<file path="src/rtl/pixel_intensity_mapper_if.sv">
// rtl/pixel_intensity_mapper_if.sv - valid/ready pixel stream bundle for pixel_intensity_mapper
interface pixel_intensity_mapper_if #(
  parameter int PIX_W = 8
) ();
  logic             valid;
  logic             ready;
  logic [PIX_W-1:0] data;

  modport master (output valid, output data, input ready);
  modport slave  (input valid, input data, output ready);
endinterface

</file>
<file path="src/rtl/pixel_intensity_mapper.sv">
// rtl/pixel_intensity_mapper.sv - streaming grey-scale point mapper with saturation and frame counting
// Optional PIXMAP_SATCNT_EN adds the per-frame clipped-pixel counter sat_count.
module pixel_intensity_mapper #(
  parameter int PIX_W  = 8,
  parameter int CNT_W  = 24,
  parameter int FRAC_W = 4
) (
  input  logic                  clock,
  input  logic                  reset,
  input  logic                  start,
  input  logic [1:0]            cfg_mode,
  input  logic [7:0]            cfg_gain,
  input  logic [PIX_W-1:0]      cfg_offset,
  input  logic [CNT_W-1:0]      cfg_pixels,
  pixel_intensity_mapper_if.slave  s_pix,
  pixel_intensity_mapper_if.master m_pix,
  output logic                  busy,
  output logic                  frame_done
`ifdef PIXMAP_SATCNT_EN
  ,
  output logic [CNT_W-1:0]      sat_count
`endif
);

  localparam int L_W = $clog2(PIX_W + 1);
  localparam int X_W = (2 * L_W > PIX_W) ? 2 * L_W : PIX_W;
  localparam int P_W = X_W + 8;
  localparam int Y_W = P_W + 1;
  localparam logic [PIX_W-1:0] PMAX = '1;

  typedef enum logic {IDLE, RUN} state_t;
  state_t state;

  logic [1:0]       mode_r;
  logic [7:0]       gain_r;
  logic [PIX_W-1:0] offset_r;
  logic [CNT_W-1:0] pixels_r;
  logic [CNT_W-1:0] in_cnt;
  logic [CNT_W-1:0] out_cnt;

  logic             v1;
  logic [X_W-1:0]   x1;
  logic [PIX_W-1:0] raw1;

  logic             en;
  logic             s_hs;
  logic             m_hs;
  logic [CNT_W-1:0] out_next;

  // Ceiling log2, with 0 and 1 both mapping to 0.
  function automatic logic [L_W-1:0] ceil_log2(input logic [PIX_W-1:0] v);
    logic [L_W-1:0] l;
    l = '0;
    for (int i = 0; i < PIX_W; i++) begin
      if ({1'b0, v} > ({{PIX_W{1'b0}}, 1'b1} << i))
        l = L_W'(i + 1);
    end
    return l;
  endfunction

  assign en          = !m_pix.valid || m_pix.ready;
  assign s_pix.ready = busy && en && (in_cnt < pixels_r);
  assign s_hs        = s_pix.valid && s_pix.ready;
  assign m_hs        = m_pix.valid && m_pix.ready;
  assign out_next    = out_cnt + CNT_W'(1);

  logic [X_W-1:0] lx;
  logic [X_W-1:0] x_in;
  always_comb begin
    lx   = X_W'(ceil_log2(s_pix.data));
    x_in = (mode_r == 2'b01) ? lx * lx : X_W'(s_pix.data);
  end

  // Stage 2 keeps full precision up to the final clip.
  logic [P_W-1:0]   prod;
  logic [Y_W-1:0]   y;
  logic             sat;
  logic [PIX_W-1:0] y_clip;
  always_comb begin
    prod = P_W'(x1) * P_W'(gain_r);
    case (mode_r)
      2'b10:   y = Y_W'(PMAX - raw1);
      2'b11:   y = Y_W'(raw1);
      default: y = {1'b0, prod >> FRAC_W} + Y_W'(offset_r);
    endcase
    sat    = y > Y_W'(PMAX);
    y_clip = sat ? PMAX : y[PIX_W-1:0];
  end

`ifdef PIXMAP_SATCNT_EN
  logic m_sat;
`endif

  always_ff @(posedge clock) begin
    if (reset) begin
      state       <= IDLE;
      busy        <= 1'b0;
      frame_done  <= 1'b0;
      mode_r      <= '0;
      gain_r      <= '0;
      offset_r    <= '0;
      pixels_r    <= '0;
      in_cnt      <= '0;
      out_cnt     <= '0;
      v1          <= 1'b0;
      x1          <= '0;
      raw1        <= '0;
      m_pix.valid <= 1'b0;
      m_pix.data  <= '0;
`ifdef PIXMAP_SATCNT_EN
      m_sat       <= 1'b0;
      sat_count   <= '0;
`endif
    end else begin
      frame_done <= 1'b0;
      if (en) begin
        v1          <= s_hs;
        x1          <= x_in;
        raw1        <= s_pix.data;
        m_pix.valid <= v1;
        m_pix.data  <= y_clip;
`ifdef PIXMAP_SATCNT_EN
        m_sat       <= sat;
`endif
      end
      if (s_hs)
        in_cnt <= in_cnt + CNT_W'(1);
      case (state)
        IDLE: begin
          if (start) begin
            mode_r   <= cfg_mode;
            gain_r   <= cfg_gain;
            offset_r <= cfg_offset;
            pixels_r <= cfg_pixels;
            in_cnt   <= '0;
            out_cnt  <= '0;
`ifdef PIXMAP_SATCNT_EN
            sat_count <= '0;
`endif
            if (cfg_pixels == '0) begin
              frame_done <= 1'b1;
            end else begin
              state <= RUN;
              busy  <= 1'b1;
            end
          end
        end
        RUN: begin
          if (m_hs) begin
            out_cnt <= out_next;
`ifdef PIXMAP_SATCNT_EN
            if (m_sat)
              sat_count <= sat_count + CNT_W'(1);
`endif
            if (out_next == pixels_r) begin
              frame_done <= 1'b1;
              busy       <= 1'b0;
              state      <= IDLE;
            end
          end
        end
        default: state <= IDLE;
      endcase
    end
  end

endmodule
</file>
<file path="src/flat_wrapper.sv">
// flat-port wrapper written by rule: the top's interface ports become plain ports
module pixel_intensity_mapper_flat 
#(
  parameter int PIX_W  = 8,
  parameter int CNT_W  = 24,
  parameter int FRAC_W = 4
)
  (clock, reset, start, cfg_mode, cfg_gain, cfg_offset, cfg_pixels, busy, frame_done, s_pix_valid, s_pix_data, s_pix_ready, m_pix_valid, m_pix_data, m_pix_ready);
  pixel_intensity_mapper_if #(.PIX_W(PIX_W)) s_pix_i ();
  pixel_intensity_mapper_if #(.PIX_W(PIX_W)) m_pix_i ();
  input  logic clock;
  input  logic reset;
  input  logic start;
  input  logic [1:0] cfg_mode;
  input  logic [7:0] cfg_gain;
  input  logic [PIX_W-1:0] cfg_offset;
  input  logic [CNT_W-1:0] cfg_pixels;
  output logic busy;
  output logic frame_done;
  input wire logic [$bits(s_pix_i.valid)-1:0] s_pix_valid;
  input wire logic [$bits(s_pix_i.data)-1:0] s_pix_data;
  output wire logic [$bits(s_pix_i.ready)-1:0] s_pix_ready;
  output wire logic [$bits(m_pix_i.valid)-1:0] m_pix_valid;
  output wire logic [$bits(m_pix_i.data)-1:0] m_pix_data;
  input wire logic [$bits(m_pix_i.ready)-1:0] m_pix_ready;
  assign s_pix_i.valid = s_pix_valid;
  assign s_pix_i.data = s_pix_data;
  assign s_pix_ready = s_pix_i.ready;
  assign m_pix_valid = m_pix_i.valid;
  assign m_pix_data = m_pix_i.data;
  assign m_pix_i.ready = m_pix_ready;
  pixel_intensity_mapper #(.PIX_W(PIX_W), .CNT_W(CNT_W), .FRAC_W(FRAC_W)) u_core (.clock(clock), .reset(reset), .start(start), .cfg_mode(cfg_mode), .cfg_gain(cfg_gain), .cfg_offset(cfg_offset), .cfg_pixels(cfg_pixels), .s_pix(s_pix_i), .m_pix(m_pix_i), .busy(busy), .frame_done(frame_done));
endmodule
</file>
<file path="config.mk">
export PLATFORM = sky130hd
export DESIGN_NAME = pixel_intensity_mapper_flat
export DESIGN_NICKNAME = d
export VERILOG_FILES = /design/src/rtl/pixel_intensity_mapper_if.sv /design/src/rtl/pixel_intensity_mapper.sv /design/src/flat_wrapper.sv
export SDC_FILE = /design/constraint.sdc
export NUM_CORES = 1
export LEC_CHECK = 0
export BUFFER_PORTS_ARGS = -buffer_cell sky130_fd_sc_hd__buf_2
export CAP_MARGIN = 0
export CORE_MARGIN = 10
export CORE_UTILIZATION = 60
export CTS_CLUSTER_DIAMETER = 60
export DETAILED_ROUTE_END_ITERATION = 10
export PLACE_DENSITY = 0.87
export SYNTH_ARGS = -nofsm -noshare
export SYNTH_HDL_FRONTEND = slang
export SYNTH_SLANG_ARGS = --single-unit
</file>
<file path="constraint.sdc">
create_clock -name clock -period 8.8 [get_ports clock]
set_clock_uncertainty 0.15 [all_clocks]
set_input_delay 1.76 -clock clock [delete_from_list [all_inputs] [get_ports clock]]
set_output_delay 1.76 -clock clock [all_outputs]
set_load 0.03 [all_outputs]
</file>
## After elaboration in Yosys (flattened, before gate mapping)

Index checks and enable logic that the tools add are counted.

- Register bits after elaboration: 119
- Latch bits: 0
- Bits in writable memories: 0
- Memory bits (read-only): 0
- Input port bits: 55
- Output and inout bits: 12
- Word-level logic and storage cells: 81
- Memories: 0

- Add/sub/neg operators: 4
- $mul: 2
- Divide/modulo/power cells: 0
- $lt $le $gt $ge: 10
- Equality and inequality tests: 8
- Shift-type cells: 0
- Multiplexer cells: 32
- Bitwise operators: 1
- Reduce and logical (&&, ||, !) cells: 10

Operators by type and width:

| cell | number |
|---|---|
| $mux W24 | 5 |
| $add A24 B1 Y24 const B | 2 |
| $pmux W24 S2 | 1 |
| $pmux W17 S2 | 1 |
| $mux W4 | 7 |
| $eq A24 B24 Y1 | 1 |
| $logic_not A24 Y1 | 1 |
| $lt A24 B24 Y1 | 1 |
| $gt A17 B8 Y1 const B | 1 |
| $mul A8 B8 Y16 | 1 |
| $mux W8 | 2 |
| $add A12 B8 Y13 | 1 |
| $mux W1 | 13 |
| $sub A8 B8 Y9 const A | 1 |
| $gt A8 B1 Y1 const B | 1 |
| $gt A8 B2 Y1 const B | 1 |
| $gt A8 B3 Y1 const B | 1 |
| $gt A8 B4 Y1 const B | 1 |
| $gt A8 B5 Y1 const B | 1 |
| $gt A8 B6 Y1 const B | 1 |
| $gt A8 B7 Y1 const B | 1 |
| $gt A8 B8 Y1 const B | 1 |
| $mul A4 B4 Y8 | 1 |
| $ne A2 B2 Y1 const B | 4 |
| other kinds (9) | 16 |

## Logic depth before layout (Yosys ltp)

Gate-level depths: netlist of the first run.

- Word-level depth: 11
- Gate-level depth with buffers: 22
- Gate-level depth less buffers: 22

## Worst setup path after synthesis of the first run

No wires, ideal clock.

- Path kind: flip-flop to flip-flop
- From: register u_core.gain_r[7]
- To: register u_core.m_pix.data[4]
- Setup time: 0.126 ns
- Arrival: 5.121 ns
- Data required time: 8.524 ns
- Path slack: 3.403 ns
- Cell stages (with the launch flop): 21
- Buffers on the path: 0
- Clock period less this slack: 5.397 ns
- Cells stage by stage: dfxtp_1 > nand2_1 > fa_1 > fa_1 > inv_1 > fa_1 > fa_1 > ha_1 > a21o_1 > a221oi_2 > o21bai_1 > a21oi_1 > xnor2_1 > ha_1 > nor2_1 > o21ai_0 > a2111oi_0 > nand3_1 > a311oi_1 > a32o_2 > a31oi_1

- Longest elaborated chain between the ends: 5

RTL lines:

| what | line | text |
|---|---|---|
| start, declared | pixel_intensity_mapper.sv:35 | `logic [7:0] gain_r;` |
| start signal, assigned | pixel_intensity_mapper.sv:132 | `gain_r <= cfg_gain;` |
| $mul A8 B8 Y16 * | pixel_intensity_mapper.sv:80 | `prod = P_W'(x1) * P_W'(gain_r);` |
| $add A12 B8 Y13 * | pixel_intensity_mapper.sv:84 | `default: y = {1'b0, prod >> FRAC_W} + Y_W'(offset_r);` |
| $pmux W17 S2 * | pixel_intensity_mapper.sv:81 | `case (mode_r)` |
| $gt A17 B8 Y1 | pixel_intensity_mapper.sv:86 | `sat = y > Y_W'(PMAX);` |
| $mux W8 * | pixel_intensity_mapper.sv:87 | `y_clip = sat ? PMAX : y[PIX_W-1:0];` |
| end signal, assigned | pixel_intensity_mapper.sv:121 | `m_pix.data <= y_clip;` |
| end, declared | pixel_intensity_mapper_if.sv:9 | `modport master (output valid, output data, input ready);` |

Every way passes the cells marked *; elsewhere a longest branch is shown, timed or not.
A chain may end at the register's enable or synchronous reset.

## Final worst setup path of the first run

- From: register u_core.gain_r[4]
- To: register u_core.m_pix.data[4]

Same word-level chain as after synthesis.

==> impl_metrics.json, run 1 <==
{
  "status": "finished, final reports clean",
  "path_clk_slew_ns": 0.06,
  "setup_violations": 0,
  "cts_setup_buffers": 0,
  "critPathMaxStageDelay_ns": 0.52,
  "cp.arrival_ns": 6.08,
  "r2r_start": "u_core.gain_r[4]",
  "vias_per_cell": 6.058,
  "drv_slew": 0,
  "start_kind": "flop",
  "firstDrtPassIters": 5,
  "cts_resized": 0,
  "hp-class": "reg -> reg",
  "ys_top_cells_by_area": "dfxtp_1 (27%), ha_1 (9.7%), fa_1 (8.5%)",
  "cts_tree": "yes",
  "synth_area_per_cell_um2": 7.861,
  "synthCells": 1135,
  "synth_edf_count": 0,
  "ys_seq_area_frac": 0.2670,
  "worst_r2r_endpoint": "u_core.m_pix.data[4]",
  "reg2reg_setup_slack_ns": 2.87,
  "grt_pass1_wl_mm": 39.59,
  "first_global_vias": 8219,
  "grt_max_degree": 91,
  "portBuffers": 66,
  "nFillCells": 1192,
  "die_h_um": 141.9,
  "seq_area_mm2": 0.002382,
  "hpwlAfterDp_mm": 17.44,
  "fp-row-count": 44,
  "power_w": 0.001525,
  "hp-start": "u_core.raw1[4]",
  "crit_required_ns": 8.95,
  "finalHoldViolCount": 0,
  "period_share": 0.6739,
  "finalSetupTns_ns": 0,
  "rsz0062_at_grt": "no",
  "die_w_um": 141.9,
  "grt_overflow": 0,
  "drc": 0,
  "area_growth_pct": 11.27,
  "tightestPinTransition_ns": 1.176,
  "routedWlPerCell_um": 17.60,
  "grt_util_all_layers": 0.2389,
  "clkSinkCount": 119,
  "io-pin-count": 67,
  "critPathSlowestCell": "fa_1",
  "core-area_mm2": 0.01453,
  "cp_cell_sequence": "nand2_1 -> fa_1 -> fa_1 -> inv_1 -> fa_1 -> fa_1 -> ha_1 -> a21o_1 -> a221oi_2 -> o21bai_1 -> a21oi_1 -> xnor2_1 -> ha_1 -> nor2_1 -> o21ai_0 -> a2111oi_0 -> nand3_1 -> a311oi_1 -> a32o_2 -> a31oi_1",
  "n_antenna_cell": 0,
  "fmax_mhz": 168.6,
  "routed_wl_mm": 24.19,
  "ys_ff_latch": 119,
  "crit_path_frequent_cell": "fa_1",
  "initial_utilization": 0.6139,
  "nets": 1339,
  "clockBufferDepth": 2,
  "synth_cell_types": 71,
  "ant_nets": 0,
  "synth_top_area_frac": 0.2670,
  "holdWs_ns": 0.3108,
  "synth-async-reset-ratio": 0,
  "path_max_fanout": 9,
  "cts_hold_buf": 0,
  "yosysWarnings": 0,
  "rr_worst_depth": 20,
  "leakage_nw": 4.329,
  "numCtsBuffers": 17,
  "place_congestion": 0.9821,
  "endpoint_kind": "flop",
  "slew_headroom": 0.2141,
  "hold_depth": 2,
  "vias": 8324,
  "drt_iter0_drc": 776,
  "p_per_area_mw_per_mm2": 153.6,
  "multi_input_area_mm2": 0.006058,
  "hold_path_end": "u_core.raw1[4]",
  "maxCapViolations": 0,
  "dieArea_mm2": 0.02015,
  "h-tree-depth": 4,
  "cts-root-buf": "clkbuf_16",
  "crit_type": "reg -> reg",
  "synth_top_cell_by_area": "dfxtp_1",
  "antenna_found_initial": 0,
  "syn_area_mm2": 0.008922,
  "fin_crit_ns": 5.930,
  "synth_fp_nets": 1297,
  "clkLatencyLatePin_ns": 0.43,
  "vdd_drop_max_mv": 0.1351,
  "drive_above_1_share": 0.1050,
  "synthFlopType": "dfxtp_1"
}
[stage by stage]
step                instances  worst slack [ns]  area (um^2)  utilization
CTS                      1374             2.884         9928       0.6831
global route             1374             2.497         9928       0.6831
finish                   1374             2.870         9928       0.6831
floorplan                1135             3.403         8922            -
detailed placement       1342             2.898         9343       0.6428
global placement         1342             3.106         9343       0.6428
[cell usage after synthesis (all sizes together), types with 3 or more instances]
cell type / instances
a21oi: 119
or4: 4
ha: 69
and2: 57
mux2i: 3
a31oi: 8
nor2: 69
a211oi: 6
a311oi: 5
and3: 14
o31ai: 4
fa: 38
xor2: 22
o21ai: 66
nor3b: 3
nand3: 26
nor2b: 6
buf: 13
or3: 25
xnor2: 41
o211ai: 9
nor3: 17
and4: 6
nand3b: 6
nor4: 15
nand4: 20
dfxtp: 119
inv: 81
nand2b: 6
clkbuf: 35
nand2: 171
a21o: 12
a22oi: 9
[placed cells by master (no fill, tap or decap), types with 12 or more instances in the layout]
cell	instances
nand2_1	171
dfxtp_1	119
a21oi_1	118
inv_1	81
nor2_1	69
ha_1	69
buf_2	66
o21ai_0	65
and2_1	57
xnor2_1	41
fa_1	38
or3_1	25
nand3_1	25
xor2_1	22
nand4_1	19
nor3_1	17
clkbuf_16	17
and3_1	13
nor4_1	13
a21o_1	12
[logic make-up after synthesis]
logic type      synth area share
flops                     0.2670
other cells            0.0004203
xor+xnor                 0.06184
compound gates            0.1780
mux                     0.003366
simple gates              0.2523
buf+inv                  0.05511
fa+ha+maj                 0.1820
[routing by layer]
layer / share of wire / GRT usage
met1: 0.40 / 0.2712
met4: 0.038 / 0.1162
met3: 0.066 / 0.05774
met2: 0.50 / 0.4114
met5: 0 / 0
[power breakdown]
group | total (W) | internal [W] | switching [W]
Combinational | 0.000237 | 0.0000895 | 0.000147
Clock | 0.000695 | 0.000424 | 0.000271
Sequential | 0.000593 | 0.000563 | 0.0000298
[registers in the layout, indices dropped and copies added, names as in the netlist, 8 cells and up]
signal	count
u_core.x1	8
u_core.out_cnt	24
u_core.pixels_r	24
u_core.in_cnt	24
u_core.raw1	8
u_core.gain_r	8
u_core.offset_r	8
u_core.m_pix.data	8
[how the worst max path moves through the flow]
stage | from | to | slack, ns
after CTS | u_core.gain_r[4] | u_core.m_pix.data[4] | 2.88
after global routing | u_core.gain_r[4] | u_core.m_pix.data[1] | 2.50
after global placement | u_core.gain_r[6] | u_core.m_pix.data[4] | 3.11
after detailed placement | u_core.gain_r[4] | u_core.m_pix.data[4] | 2.90
after floorplan | u_core.gain_r[7] | u_core.m_pix.data[4] | 3.40
final | u_core.gain_r[4] | u_core.m_pix.data[4] | 2.87
[area by class of cell]
class                           instances  share of cell area
Inverter                               81             0.03062
Tap cell                              184             0.02319
Timing Repair Buffer                   71             0.03705
Clock inverter                         14             0.01474
Sequential cell                       119              0.2399
Clock buffer                           18             0.04423
Multi-Input combinational cell        887              0.6102
[critical path, delay by kind of cell, from the launching register on]
kind	cells	cell delay [ns]
buffers and inverters	1	0.05
xor gates and xnor gates	1	0.11
adders and majority gates	6	2.57
AOI/OAI and AO/OA	9	2.05
and+or+nand+nor	3	0.35
DFF	1	0.50
Note: power is estimated with default switching activity, not from simulation.
==> run 2: changes to the inputs <==
--- a/config.mk
+++ b/config.mk
@@ -5,13 +5,14 @@
 export SDC_FILE = /design/constraint.sdc
 export NUM_CORES = 1
 export LEC_CHECK = 0
+export ABC_AREA = 1
 export BUFFER_PORTS_ARGS = -buffer_cell sky130_fd_sc_hd__buf_2
 export CAP_MARGIN = 0
 export CORE_MARGIN = 10
 export CORE_UTILIZATION = 60
 export CTS_CLUSTER_DIAMETER = 60
 export DETAILED_ROUTE_END_ITERATION = 10
-export PLACE_DENSITY = 0.87
+export PLACE_DENSITY = 0.86
 export SYNTH_ARGS = -nofsm -noshare
 export SYNTH_HDL_FRONTEND = slang
 export SYNTH_SLANG_ARGS = --single-unit
==> constraint.sdc (replaced) <==
create_clock -name clock -period 5.78 [get_ports clock]
set_clock_uncertainty 0.15 [all_clocks]
set_input_delay 1.156 -clock clock [delete_from_list [all_inputs] [get_ports clock]]
set_output_delay 1.156 -clock clock [all_outputs]
set_load 0.03 [all_outputs]
==> run 2 against run 1 <==
  * Die area is 6.7% higher
  * Global-route usage is 0.59 points higher
  * Cell area is 7.7% higher
  * Final cell count is 25% higher
  * Worst setup slack worse by 2.6 ns
  * Clock power is 51% higher
  * Flip-flop and latch count stayed put
  * Sequential power is 57% higher
  * Critical endpoint is now u_core.m_pix.data[0]
  * Largest cell class unchanged
  * Largest power group unchanged
==> impl_metrics.json, run 2 <==
{
  "status": "finished, final reports clean",
  "ys_ff_latch": 119,
  "grt_pass1_wl_mm": 43.50,
  "finalHoldViolCount": 0,
  "io-pin-count": 67,
  "hold_depth": 2,
  "rsz0062_at_grt": "no",
  "endpoint_kind": "flop",
  "ant_nets": 0,
  "cts-root-buf": "clkbuf_16",
  "synth-async-reset-ratio": 0,
  "rr_worst_depth": 21,
  "reg2reg_setup_slack_ns": 0.23,
  "worst_r2r_endpoint": "u_core.m_pix.data[0]",
  "clkLatencyLatePin_ns": 0.43,
  "grt_overflow": 0,
  "ys_seq_area_frac": 0.2475,
  "place_congestion": 0.9627,
  "design_area_mm2": 0.01069,
  "grt_util_all_layers": 0.2447,
  "die_w_um": 146.7,
  "layout_common_cells": "nand2_1 (344), inv_1 (212), nor2_1 (146)",
  "vias": 9664,
  "p_switching_w": 0.0007985,
  "leakage_nw": 5.444,
  "p_int_w": 0.001734,
  "synthFlopType": "dfxtp_1",
  "p_per_area_mw_per_mm2": 236.9,
  "routedWlPerCell_um": 15.52,
  "dieArea_mm2": 0.02151,
  "sequentialPowerShare": 0.368,
  "netlist_top_cells_count": "nand2_1 (344), inv_1 (212), nor2_1 (146), a21oi_1 (122), dfxtp_1 (119)",
  "path_clk_slew_ns": 0.06,
  "clkSinkCount": 119,
  "vias_per_cell": 5.619,
  "path_max_fanout": 8,
  "period_share": 0.9600,
  "start_kind": "flop",
  "crit_type": "reg -> reg",
  "drive_above_1_share": 0.1031,
  "hp-start": "u_core.v1",
  "routed_wl_mm": 26.70,
  "synth_top_area_frac": 0.2475,
  "nFillCells": 1336,
  "tightestPinTransition_ns": 0.8685,
  "hold_path_end": "u_core.m_pix.valid",
  "fmax_mhz": 180.2,
  "synth_area_per_cell_um2": 6.647,
  "synth_fp_nets": 1610,
  "fin_crit_ns": 5.549,
  "maxCapViolations": 0,
  "syn_area_mm2": 0.009624,
  "yosysMostFrequentCell": "nand2_1",
  "vdd_drop_max_mv": 0.2264,
  "firstDrtPassIters": 6,
  "grt_max_degree": 62,
  "crit_required_ns": 5.94,
  "first_global_vias": 8983,
  "numCtsBuffers": 17,
  "h-tree-depth": 4,
  "dpl_cell_area_mm2": 0.01010,
  "yosysWarnings": 0,
  "fp-row-count": 46,
  "clkPwrFrac": 0.414,
  "multi_input_area_mm2": 0.006218,
  "synth_edf_count": 0,
  "critPathSlowestCell": "fa_1",
  "synth_top_cell_by_area": "dfxtp_1",
  "post-route-util": 0.6754,
  "swShare": 0.3153,
  "hpwlAfterDp_mm": 20.02,
  "cts_tree": "yes",
  "core-area_mm2": 0.01583,
  "top_regs": "u_core.in_cnt: 24 flops, u_core.out_cnt: 24 flops, u_core.pixels_r: 24 flops",
  "synth_cell_types": 46,
  "initial_utilization": 0.6081,
  "synthCells": 1448,
  "cp.arrival_ns": 5.71,
  "combPwrFrac": 0.218,
  "cts_hold_buf": 0,
  "finalSetupTns_ns": 0,
  "drt_iter0_drc": 1066,
  "drv_slew": 0,
  "area_growth_pct": 11.08,
  "crit_path_frequent_cell": "a21oi_1",
  "r2r_start": "u_core.x1[0]",
  "die_h_um": 146.7,
  "portBuffers": 66,
  "nets": 1655,
  "final_common_cell": "nand2_1",
  "slew_headroom": 0.4196,
  "ys_top_cells_by_area": "dfxtp_1 (25%), nand2_1 (13%), ha_1 (9.0%)",
  "n_antenna_cell": 0,
  "cp_cell_sequence": "nand2_1 -> fa_1 -> fa_1 -> inv_1 -> fa_1 -> fa_1 -> ha_1 -> a21oi_1 -> o21ai_1 -> a21oi_1 -> o21ai_0 -> xor2_1 -> ha_1 -> a21oi_1 -> o21a_1 -> nand2_1 -> a21oi_1 -> a31o_2 -> nand3b_1 -> nand2_2 -> a21oi_1",
  "antenna_found_initial": 0,
  "clockBufferDepth": 2,
  "drc": 0,
  "hp-class": "reg -> reg",
  "setup_violations": 0,
  "seq_area_mm2": 0.002392,
  "critPathMaxStageDelay_ns": 0.58
}
[run 2: cell types whose count changed in the layout (fill, tap and decap cells not counted), moves of 10 or more]
cell / previous run / this run
or3_1: 25 / 0
xnor2_1: 41 / 8
a21o_1: 12 / 1
nand2_2: 0 / 10
xor2_1: 22 / 33
nand3_1: 25 / 101
nor2_2: 0 / 10
and3_1: 13 / 0
o21ai_0: 65 / 75
and2_1: 57 / 4
inv_1: 81 / 212
nand2_1: 171 / 344
nor2_1: 69 / 146
[run 2: worst max-delay path, delay by kind of cell, from the launching register on]
kind                       cells  cell delay, ns
adders and majority gates      6            2.83
AOI/OAI and AO/OA              9            1.38
and+or+nand+nor                4            0.41
DFF                            1            0.41
xor gates and xnor gates       1            0.17
buffers and inverters          1            0.07
[run 2: kinds of logic after synthesis]
logic type,after synthesis,synth area share
buffers and inverters,270,0.1063
AND/OR/NAND/NOR,678,0.3049
flip-flops,119,0.2475
XOR/XNOR,44,0.04368
adder cells (fa/ha/maj),107,0.1687
AO/OA/AOI/OAI,229,0.1284
other,1,0.0003896
[run 2: power by group through the flow]
stage / Combinational [W] / Sequential, W / Clock [W]
after floorplan: 0.000382 / 0.000945 / 0
after global placement: 0.000526 / 0.000942 / 0
after detailed placement: 0.000539 / 0.000943 / 0
after CTS: 0.000546 / 0.000928 / 0.00105
after global routing: 0.000625 / 0.000938 / 0.00109
final: 0.000553 / 0.000932 / 0.00105
[run 2: routing by layer]
layer	wire length, um	track usage	vias up
met4	673	0.08458	0
met1	11960	0.3297	4433
met2	11520	0.3662	447
met3	2546	0.06922	61
li1	-	-	4723
met5	0	0	-
[run 2: cell type report]
type,instances,share of cell area
Clock inverter,10,0.009714
Sequential cell,119,0.2238
Clock buffer,20,0.04366
Multi-Input combinational cell,1059,0.5817
Inverter,218,0.07654
Tap cell,216,0.02528
Timing Repair Buffer,78,0.03933
[run 2: how the worst max path moves through the flow]
stage                                start              endpoint  slack (ns)
after CTS                     u_core.x1[0]  u_core.m_pix.data[7]        0.17
after detailed placement      u_core.x1[0]  u_core.m_pix.data[0]        0.23
after floorplan           u_core.gain_r[7]  u_core.m_pix.data[0]        0.60
final                         u_core.x1[0]  u_core.m_pix.data[0]        0.23
after global placement        u_core.x1[0]  u_core.m_pix.data[7]        0.41
after global routing          u_core.x1[0]  u_core.m_pix.data[2]       0.001
[run 2: what timing repair did]
action                     4_1_cts  5_1_grt
setup buffers                    0        1
setup endpoints to repair        0        8
resized for setup                0       10
[run 2: metrics by stage]
step | instances | total power (W) | worst slack (ns) | hold slack, ns
after floorplan | 1448 | 0.001327 | 0.6045 | 0.2907
after global placement | 1689 | 0.001468 | 0.4111 | 0.2929
after detailed placement | 1689 | 0.001482 | 0.2347 | 0.3148
after CTS | 1719 | 0.002522 | 0.1652 | 0.3217
after global routing | 1720 | 0.002651 | 0.001204 | 0.3641
final | 1720 | 0.002532 | 0.2315 | 0.3195
